**config.mk**
```make
export PLATFORM = sky130hd
export DESIGN_NAME = dmem_write_logger_flat
export DESIGN_NICKNAME = d
export VERILOG_FILES = /design/src/rtl/cpu_garage_pkg.sv /design/src/rtl/dmem_write_logger_if.sv /design/src/rtl/sync_fifo.sv /design/src/rtl/dmem_write_logger.sv /design/src/flat_wrapper.sv
export SDC_FILE = /design/constraint.sdc
export NUM_CORES = 1
export LEC_CHECK = 0
export ABC_AREA = 0
export CELL_PAD_IN_SITES_DETAIL_PLACEMENT = 1
export CELL_PAD_IN_SITES_GLOBAL_PLACEMENT = 2
export CORE_AREA = 8 8 343 345
export DETAILED_ROUTE_END_ITERATION = 10
export DIE_AREA = 0 0 351 353
export GPL_TIMING_DRIVEN = 0
export PLACE_DENSITY = 0.49
export SLEW_MARGIN = 40
export SYNTH_ARGS = -nofsm -noshare
export SYNTH_HDL_FRONTEND = slang
export SYNTH_SLANG_ARGS = --single-unit
```
**constraint.sdc**
```tcl
create_clock -name Clk -period 4.4 [get_ports Clk]
set_input_delay 0.66 -clock Clk [delete_from_list [all_inputs] [get_ports Clk]]
set_output_delay 0.66 -clock Clk [all_outputs]
set_load 0.005 [all_outputs]
```
**src/rtl/cpu_garage_pkg.sv**
```systemverilog
// ---------------------------------------------------------------------------
// cpu_garage_pkg
// Definitions shared by the cpu_garage core, its data RAM and the
// data-memory write logger.
//   ADDR_W / DATA_W : data-memory address and word widths
//   SEQ_W           : width of the write-log sequence number
//   DROP_W          : width of the saturating dropped-write counter
//   wr_log_t        : one trace entry {addr, data, seq}
//   sat_inc()       : increment that sticks at all-ones
// ---------------------------------------------------------------------------
package cpu_garage_pkg;

    localparam int ADDR_W = 15;
    localparam int DATA_W = 16;
    localparam int SEQ_W  = 16;
    localparam int DROP_W = 16;

    typedef struct packed {
        logic [ADDR_W-1:0] addr;
        logic [DATA_W-1:0] data;
        logic [SEQ_W-1:0]  seq;
    } wr_log_t;

    localparam int WR_LOG_W = $bits(wr_log_t);

    // Counter increment that holds at the maximum instead of wrapping.
    function automatic logic [DROP_W-1:0] sat_inc(input logic [DROP_W-1:0] v);
        if (v == {DROP_W{1'b1}}) begin
            sat_inc = v;
        end else begin
            sat_inc = v + {{(DROP_W-1){1'b0}}, 1'b1};
        end
    endfunction

endpackage

```
**src/rtl/dmem_write_logger_if.sv**
```systemverilog
// ---------------------------------------------------------------------------
// dmem_write_logger_if
// Bundles the CPU data-memory write port seen by the logger and the trace
// stream it produces.
//   we, ram_address, cpu_out_m : CPU write strobe, address, data
//   log_valid / log_ready      : head-entry handshake
//   log_addr, log_data, log_seq: head entry fields
//   level                      : FIFO occupancy
//   drop_cnt                   : saturating count of writes lost to a full FIFO
// Modports:
//   master : environment side (drives the CPU write and log_ready)
//   slave  : logger side
// ---------------------------------------------------------------------------
interface dmem_write_logger_if #(
    parameter int DEPTH = 16
);
    import cpu_garage_pkg::*;

    logic                   we;
    logic [ADDR_W-1:0]      ram_address;
    logic [DATA_W-1:0]      cpu_out_m;
    logic                   log_valid;
    logic                   log_ready;
    logic [ADDR_W-1:0]      log_addr;
    logic [DATA_W-1:0]      log_data;
    logic [SEQ_W-1:0]       log_seq;
    logic [$clog2(DEPTH):0] level;
    logic [DROP_W-1:0]      drop_cnt;

    modport master (
        output we, ram_address, cpu_out_m, log_ready,
        input  log_valid, log_addr, log_data, log_seq, level, drop_cnt
    );

    modport slave (
        input  we, ram_address, cpu_out_m, log_ready,
        output log_valid, log_addr, log_data, log_seq, level, drop_cnt
    );

endinterface

```
**src/rtl/sync_fifo.sv**
```systemverilog
// ---------------------------------------------------------------------------
// sync_fifo
// Generic single-clock FIFO with a register-array store read at the read
// pointer (no output register, no bypass).
//   Clk, Reset : rising-edge clock, synchronous active-high reset
//   push_i     : store wr_data_i (accepted when not full, or full with a pop)
//   pop_i      : discard the head entry (ignored when empty)
//   wr_data_i  : entry to store
//   rd_data_o  : head entry
//   full_o     : DEPTH entries stored
//   empty_o    : no entries stored
//   level_o    : occupancy, 0..DEPTH
// Pointers carry one extra wrap bit so full and empty are distinguishable.
// ---------------------------------------------------------------------------
module sync_fifo #(
    parameter int WIDTH = 8,
    parameter int DEPTH = 16
) (
    input  logic                   Clk,
    input  logic                   Reset,
    input  logic                   push_i,
    input  logic                   pop_i,
    input  logic [WIDTH-1:0]       wr_data_i,
    output logic [WIDTH-1:0]       rd_data_o,
    output logic                   full_o,
    output logic                   empty_o,
    output logic [$clog2(DEPTH):0] level_o
);

    localparam int PTR_W = $clog2(DEPTH) + 1;
    localparam int IDX_W = PTR_W - 1;

    logic [WIDTH-1:0] mem_q [DEPTH];
    logic [PTR_W-1:0] wr_ptr_q;
    logic [PTR_W-1:0] wr_ptr_d;
    logic [PTR_W-1:0] rd_ptr_q;
    logic [PTR_W-1:0] rd_ptr_d;
    logic             do_push_s;
    logic             do_pop_s;

    assign empty_o   = (wr_ptr_q == rd_ptr_q);
    assign full_o    = (wr_ptr_q[PTR_W-1] != rd_ptr_q[PTR_W-1]) &&
                       (wr_ptr_q[IDX_W-1:0] == rd_ptr_q[IDX_W-1:0]);
    assign level_o   = wr_ptr_q - rd_ptr_q;
    assign rd_data_o = mem_q[rd_ptr_q[IDX_W-1:0]];

    // Qualify push/pop and compute next pointer values.
    always_comb begin
        do_pop_s  = pop_i && !empty_o;
        // A pop in the same cycle frees the slot, so a full FIFO still accepts.
        do_push_s = push_i && (!full_o || do_pop_s);
        wr_ptr_d  = wr_ptr_q;
        rd_ptr_d  = rd_ptr_q;
        if (do_push_s) begin
            wr_ptr_d = wr_ptr_q + PTR_W'(1'b1);
        end else begin
            wr_ptr_d = wr_ptr_q;
        end
        if (do_pop_s) begin
            rd_ptr_d = rd_ptr_q + PTR_W'(1'b1);
        end else begin
            rd_ptr_d = rd_ptr_q;
        end
    end

    // Pointer registers.
    always_ff @(posedge Clk) begin
        if (Reset) begin
            wr_ptr_q <= '0;
            rd_ptr_q <= '0;
        end else begin
            wr_ptr_q <= wr_ptr_d;
            rd_ptr_q <= rd_ptr_d;
        end
    end

    // Entry storage; contents need no reset because the pointers gate visibility.
    always_ff @(posedge Clk) begin
        if (do_push_s && !Reset) begin
            mem_q[wr_ptr_q[IDX_W-1:0]] <= wr_data_i;
        end
    end

endmodule

```
**src/rtl/dmem_write_logger.sv**
```systemverilog
// ---------------------------------------------------------------------------
// dmem_write_logger
// Traces every qualified CPU data-memory write into a FIFO that drains over a
// valid/ready handshake. Each entry carries a sequence number that advances on
// every qualified write, stored or dropped, so the consumer can spot losses.
// The CPU is never back-pressured.
//   Clk, Reset : rising-edge clock, synchronous active-high reset
//   bus        : write port in, trace stream out (see dmem_write_logger_if)
// Parameters:
//   DEPTH          : FIFO entries, power of two, at least 2
//   WIN_LO, WIN_HI : inclusive address window that is captured
// ---------------------------------------------------------------------------
module dmem_write_logger
    import cpu_garage_pkg::*;
#(
    parameter int                DEPTH  = 16,
    parameter logic [ADDR_W-1:0] WIN_LO = '0,
    parameter logic [ADDR_W-1:0] WIN_HI = '1
) (
    input  logic              Clk,
    input  logic              Reset,
    dmem_write_logger_if.slave bus
);

    logic              lo_ok_s;
    logic              hi_ok_s;
    logic              qual_s;
    logic              pop_s;
    logic              push_s;
    logic              drop_s;
    logic              full_s;
    logic              empty_s;
    wr_log_t           wr_entry_s;
    wr_log_t           rd_entry_s;
    wr_log_t           head_s;
    wr_log_t           hold_q;
    wr_log_t           hold_d;
    logic [SEQ_W-1:0]  seq_q;
    logic [SEQ_W-1:0]  seq_d;
    logic [DROP_W-1:0] drop_q;
    logic [DROP_W-1:0] drop_d;

    // An open window edge needs no comparator (and would compare against a
    // constant that is always true).
    generate
        if (WIN_LO == {ADDR_W{1'b0}}) begin : g_lo_open
            assign lo_ok_s = 1'b1;
        end else begin : g_lo_cmp
            assign lo_ok_s = (bus.ram_address >= WIN_LO);
        end
        if (WIN_HI == {ADDR_W{1'b1}}) begin : g_hi_open
            assign hi_ok_s = 1'b1;
        end else begin : g_hi_cmp
            assign hi_ok_s = (bus.ram_address <= WIN_HI);
        end
    endgenerate

    assign qual_s = bus.we && lo_ok_s && hi_ok_s;
    assign pop_s  = bus.log_valid && bus.log_ready;
    assign push_s = qual_s && (!full_s || pop_s);
    assign drop_s = qual_s && full_s && !pop_s;

    assign wr_entry_s = '{addr: bus.ram_address, data: bus.cpu_out_m, seq: seq_q};

    sync_fifo #(
        .WIDTH (WR_LOG_W),
        .DEPTH (DEPTH)
    ) u_fifo (
        .Clk       (Clk),
        .Reset     (Reset),
        .push_i    (push_s),
        .pop_i     (pop_s),
        .wr_data_i (wr_entry_s),
        .rd_data_o (rd_entry_s),
        .full_o    (full_s),
        .empty_o   (empty_s),
        .level_o   (bus.level)
    );

    // While empty the outputs show the last popped entry rather than a stale slot.
    assign head_s        = empty_s ? hold_q : rd_entry_s;
    assign bus.log_valid = !empty_s;
    assign bus.log_addr  = head_s.addr;
    assign bus.log_data  = head_s.data;
    assign bus.log_seq   = head_s.seq;
    assign bus.drop_cnt  = drop_q;

    // Next-state for sequence number, drop counter and held head entry.
    always_comb begin
        seq_d  = seq_q;
        drop_d = drop_q;
        hold_d = hold_q;
        if (qual_s) begin
            seq_d = seq_q + SEQ_W'(1'b1);
        end else begin
            seq_d = seq_q;
        end
        if (drop_s) begin
            drop_d = sat_inc(drop_q);
        end else begin
            drop_d = drop_q;
        end
        if (pop_s) begin
            hold_d = rd_entry_s;
        end else begin
            hold_d = hold_q;
        end
    end

    // Counter and held-entry registers.
    always_ff @(posedge Clk) begin
        if (Reset) begin
            seq_q  <= '0;
            drop_q <= '0;
            hold_q <= '0;
        end else begin
            seq_q  <= seq_d;
            drop_q <= drop_d;
            hold_q <= hold_d;
        end
    end

endmodule

```
**src/flat_wrapper.sv**
```systemverilog
// flat-port wrapper written by rule: the top's interface ports become plain ports
module dmem_write_logger_flat import cpu_garage_pkg::*;
#(
    parameter int                DEPTH  = 16,
    parameter logic [ADDR_W-1:0] WIN_LO = '0,
    parameter logic [ADDR_W-1:0] WIN_HI = '1
)
  (Clk, Reset, bus_we, bus_ram_address, bus_cpu_out_m, bus_log_ready, bus_log_valid, bus_log_addr, bus_log_data, bus_log_seq, bus_level, bus_drop_cnt);
  dmem_write_logger_if #(.DEPTH(DEPTH)) bus_i ();
  input  logic Clk;
  input  logic Reset;
  input wire logic [$bits(bus_i.we)-1:0] bus_we;
  input wire logic [$bits(bus_i.ram_address)-1:0] bus_ram_address;
  input wire logic [$bits(bus_i.cpu_out_m)-1:0] bus_cpu_out_m;
  input wire logic [$bits(bus_i.log_ready)-1:0] bus_log_ready;
  output wire logic [$bits(bus_i.log_valid)-1:0] bus_log_valid;
  output wire logic [$bits(bus_i.log_addr)-1:0] bus_log_addr;
  output wire logic [$bits(bus_i.log_data)-1:0] bus_log_data;
  output wire logic [$bits(bus_i.log_seq)-1:0] bus_log_seq;
  output wire logic [$bits(bus_i.level)-1:0] bus_level;
  output wire logic [$bits(bus_i.drop_cnt)-1:0] bus_drop_cnt;
  assign bus_i.we = bus_we;
  assign bus_i.ram_address = bus_ram_address;
  assign bus_i.cpu_out_m = bus_cpu_out_m;
  assign bus_i.log_ready = bus_log_ready;
  assign bus_log_valid = bus_i.log_valid;
  assign bus_log_addr = bus_i.log_addr;
  assign bus_log_data = bus_i.log_data;
  assign bus_log_seq = bus_i.log_seq;
  assign bus_level = bus_i.level;
  assign bus_drop_cnt = bus_i.drop_cnt;
  dmem_write_logger #(.DEPTH(DEPTH), .WIN_LO(WIN_LO), .WIN_HI(WIN_HI)) u_core (.Clk(Clk), .Reset(Reset), .bus(bus_i));
endmodule
```
Yosys cells after proc, flatten, opt, wreduce, memory -nomap -nowiden. Memory sizes are Yosys's and may differ from the RTL's. A register that Yosys moved wholly into a read port is not among the register bits. Index checks and enable logic that the tools add are counted.

Memories kept: 1. Bits in writable memories: 752. Bits of input ports: 35. Output and inout bits: 69. Logic and storage cells: 38. Bits in registers: 89.

Memory list: u_core.u_fifo.mem_q (depth 16, width 47, rd ports 1, clocked after memory_dff 1, wr ports 1, RTL line sync_fifo.sv:33) `logic [WIDTH-1:0] mem_q [DEPTH];`.

Mux-type cells: 5. Add/sub/neg operators: 5. Reductions and logical operators: 15. Bitwise operators: 1. Equal/unequal tests: 4.

Operators with widths (number): $mux 47 (1); $add 16x1->16 const B (2); $eq 16x16->1 const B (1); $add 5x1->5 const B (2); $logic_and 1x1->1 (8); $mux 4 (2); $eq 5x5->1 (1); $sub 5x5->5 (1); $eq 4x4->1 (1); $logic_not 1->1 (4); $logic_or 1x1->1 (2); $mux 1 (2); $reduce_and 2->1 (1); $ne 1x1->1 (1); $not 1->1 (1).

Longest topological paths before layout.
Word-level depth: 9. Depth in mapped cells: 9. Mapped depth without buffers: 7.

Cells and area by module. Synthesis repeated with hierarchy kept, for this count alone.

Cells, all modules: 1705. Area total of the unflattened synthesis: 32720.1 µm².

Modules (own cells, without submodules): sync_fifo (area an instance 29015.3 µm², cells each 1260, seq. area each 22861.9 µm², times used 1); dmem_write_logger (area an instance 3704.8 µm², cells each 445, seq. area each 1581.5 µm², times used 1).

Worst setup path after synthesis. Ideal clock, no wire load.

Path type: reg2reg. Start point: reg u_core.u_fifo.wr_ptr_q[0]. End point: mem u_core.u_fifo.mem_q[0][0] (netlist bit) (enable). Stages on the path, launching flop included: 7. Setup slack: 0.553 ns. Library setup time: 0.452 ns. Path buffers: 0. Arrival: 3.395 ns. Data required time: 3.948 ns. Period minus slack after synthesis: 3.847 ns. Cells stage by stage: dfxtp_1 > inv_1 > ha_1 > nand4_1 > o31ai_1 > or3_1 > nor2_1.

Cells in the longest elaborated chain, start to end: 9. Elaborated cells between the ends (all ways): 14. Those cells by class: 2 x eq/ne; 2 x mux; 10 x reduce/logical.

RTL lines: start, declared (RTL line sync_fifo.sv:34) `logic [PTR_W-1:0] wr_ptr_q;`; start signal, assigned (RTL line sync_fifo.sv:72) `wr_ptr_q <= wr_ptr_d;`; $eq 5x5->1 or $eq 4x4->1 (tied branches) (RTL line sync_fifo.sv:41, sync_fifo.sv:43); $logic_not 1->1 or $logic_and 1x1->1 (tied branches) (RTL line sync_fifo.sv:49, dmem_write_logger.sv:82, sync_fifo.sv:42); $logic_and 1x1->1 or $logic_not 1->1 (tied branches) (RTL line dmem_write_logger.sv:59, sync_fifo.sv:51, dmem_write_logger.sv:60); $logic_or 1x1->1 or $logic_and 1x1->1 (tied branches) (RTL line dmem_write_logger.sv:60, sync_fifo.sv:49); $logic_and 1x1->1 or $logic_or 1x1->1 (tied branches) (RTL line dmem_write_logger.sv:60, sync_fifo.sv:51); $logic_and 1x1->1 (RTL line sync_fifo.sv:51) `do_push_s = push_i && (!full_o || do_pop_s);`; $logic_and 1x1->1 (RTL line sync_fifo.sv:79) `if (do_push_s && !Reset) begin`; $mux 1 (RTL line sync_fifo.sv:79); $mux 1 (not written as such) (RTL line sync_fifo.sv:80) `mem_q[wr_ptr_q[IDX_W-1:0]] <= wr_data_i;`; end, declared (RTL line sync_fifo.sv:33).

Parallel ways exist; a longest one is shown, timed or not.

Worst setup path in the final report.
Start point: reg u_core.u_fifo.wr_ptr_q[0]. End point: out bus_log_seq[3].

Cells in the longest elaborated chain, start to end: 2.

RTL lines: $eq 5x5->1 (RTL line sync_fifo.sv:41) `assign empty_o = (wr_ptr_q == rd_ptr_q);`; $mux 47 (RTL line dmem_write_logger.sv:81) `assign head_s = empty_s ? hold_q : rd_entry_s;`; end, declared (RTL line flat_wrapper.sv:19) `output wire logic [$bits(bus_i.log_seq)-1:0] bus_log_seq;`.

Every way passes these cells.

==> flow_summary.ini <==
[pwr]
p_int_uw = 14900
p_comb_share_pct = 16.2
p_sw_uw = 5030
power_density_nw_per_um2 = 486
leakagePower_uw = 0.0128
seqPwrFrac_pct = 44.6
power.share.switching_pct = 25.2
total_power_uw = 20000
peakVddDrop_mv = 0.280
p_clk_share_pct = 39.2

[die]
std_cell_rows = 123
die_h_um = 353
coreArea_um2 = 112000
dieWidth_um = 351
die-area_um2 = 124000
ioPinCount = 104
start_util_pct = 29.8

[cts]
cts_tree = done
clock_latency_ns = 0.66
cts_made_buffers = 95
path_clk_slew_ns = 0.06
h-tree-depth = 3
clockBufferDepth = 3
cts-root-buf = clkbuf_16
cts.sinks = 845

[drt]
wire_per_inst_um = 26.9
num_vias = 17029
vias_per_cell = 4.83
drt_iter0_drc = 990
dr.pass1.iters = 5
wirelength_mm = 94.7
drcViolationCount = 0
ant_nets = 0

[logic_synthesis]
syn_inst = 1676
synth_top_family_by_area = multiplexers
synth-compound-area-share_pct = 2.61
synth-edff-count = 752
postSynth.topFlopCell = edfxtp_1
yosysWarnings = 0
ys_ff_latch = 845
syn_nets = 1723
syn_area_um2 = 33300
ys_async_sr_fraction_pct = 0
muxShareOfSynthArea_pct = 17.3
yosysSeqAreaShare_pct = 73.4
synth_simple_gate_area_share_pct = 3.11
synth_xor_xnor_area_share_pct = 1.02
synth_fa_ha_area_share_pct = 0.473
synth_cell_types = 46
syn_area_per_cell_um2 = 19.9

[timing]
period_share_pct = 98.6
rsz0062_at_grt = false
hold_viol = 0
setup_viol = 0
slew-limit-headroom_pct = 45.2
tightestPinTransition_ns = 0.822
whs_ns = 0.463
min_period_ns = 4.34
skew_ns = 0.0261
fin_ws_ns = 0.0634
slew_violations = 0
fmax_mhz = 231

[grt]
track_usage_pct = 15.2
grt_pass1_vias = 18661
grt_antenna_before_repair = 3
grt_start_max_net_pins = 22
grt_first_pass_wirelength_mm = 136
overflow = 0

[layout]
final_cell_area_um2 = 41100
n_antenna_cell = 0
regArea_um2 = 24400
drive_above_1_share_pct = 28.0
multi_input_area_um2 = 8340
mostFrequentLayoutCells = edfxtp_1 (752), mux4_2 (178), clkdlybuf4s50_1 (103), clkbuf_16 (99), mux2i_1 (96)
final_cells = 3526
final_common_cell = edfxtp_1
area_delta_synth_final_pct = 23.2
nNetsFinal = 1993
fillers = 10941

[placement]
dp_hpwl_mm = 64.5
port_buffers = 103
routabilityCongestion = 0.674
post-place-ws_ns = 0.167
place_inst = 3349
dpl_cell_area_um2 = 37900

[worst_setup_path]
cp_data_arrival_time_ns = 3.68
path_class = flip-flop to output pin
cp.required_ns = 3.74
worstSetupEndpointType = output pin
crit_path_max_fanout = 10
critPathLaunchType = flip-flop

[status]
status = completed

[run]
maxCapViolCount = 0

[worst_hold_path]
hold_class = flip-flop to flip-flop
[cells in the mapped netlist (all sizes together) (5+ instances only)]
library cell	n	area, um^2
edfxtp	752	22600
clkbuf	34	154
o221ai	47	412
ha	11	138
mux2	47	529
o211ai	5	42.5
nand3	7	35.0
and3	7	43.8
a21oi	57	357
nand2	64	240
and4	5	46.3
xnor2	17	156
buf	56	503
inv	12	45.0
mux2i	96	961
nand4	18	119
xor2	21	184
nor2	108	405
dfxtp	93	1860
mux4	188	4270
[power groups by stage]
stage / Combinational, uW / Clock (uW) / Sequential, uW
finish: 3230 / 7830 / 8900
global route: 3500 / 8380 / 8910
global placement: 3230 / 0 / 9070
floorplan: 1760 / 0 / 9040
CTS: 3360 / 8080 / 8900
detailed placement: 3300 / 0 / 9060
[routing by layer]
layer | vias to the layer above | share of wire, % | GRT usage [%]
met3 | 117 | 3.8 | 2.33
met2 | 311 | 48 | 24.9
met4 | 2 | 2.0 | 3.82
met1 | 9178 | 46 | 21.1
li1 | 7421 | - | -
met5 | - | 0.014 | 0
[registers in the layout, summed over array words and instances, names as in the netlist, named ones only]
signal                  cells
u_core.bus.drop_cnt        16
u_core.seq_q               16
u_core.u_fifo.mem_q       752
u_core.u_fifo.rd_ptr_q      5
u_core.hold_q              47
u_core.u_fifo.wr_ptr_q      5
[cell type report]
type	instances	area share [%]
plain buffers	90	1.73
inverters	12	0.110
well taps	1500	4.57
clock inverters	55	1.18
flip-flops and latches	845	59.5
clock buffers	122	6.39
multi-input cells	729	20.3
repair buffers	173	6.17
[worst max-delay path, stage by stage, from the launching register on]
cell and delay, ns:
dfxtp_1 0.42, inv_1 0.12, ha_1 0.34, and4_4 0.27, nand2_4 0.15, buf_4 0.27
clkbuf_4 0.28, a21oi_1 0.53, clkdlybuf4s50_1 0.62
[worst paths after layout]
path	from	to	slack [ns]	cells past startpoint
hold / removal	u_core.hold_q[14]	u_core.hold_q[14]	0.46	2
setup / recovery	u_core.u_fifo.wr_ptr_q[0]	bus_log_seq[3]	0.06	8
setup reg to reg	u_core.u_fifo.wr_ptr_q[2]	u_core.u_fifo.mem_q[12][20]	1.15	8
hold reg to reg	u_core.hold_q[14]	u_core.hold_q[14]	0.46	2
[logic make-up (layout without fill, tap and decap cells)]
family / Yosys count / after routing
AO/OA/AOI/OAI: 118 / 118
XOR/XNOR: 38 / 38
adder cells (fa/ha/maj): 12 / 12
buffers and inverters: 102 / 452
flip-flops: 845 / 845
multiplexers: 331 / 331
AND/OR/NAND/NOR: 230 / 230
[through the flow]
stage               setup TNS (ns)  utilization (%)
floorplan                        0                -
CTS                              0             36.7
finish                           0             36.7
global placement          -2469.92             32.4
detailed placement               0             33.8
global route                     0             36.7
[what timing repair did]
item | CTS | global route
endpoints found under the setup margin | 48 | 6
resized for setup | 26 | 3
hold buffers | 0 | 0
setup buffers | 0 | 0
cloned | 0 | 0
pin swaps | 0 | 0
Note: power is estimated with default switching activity, not from simulation.
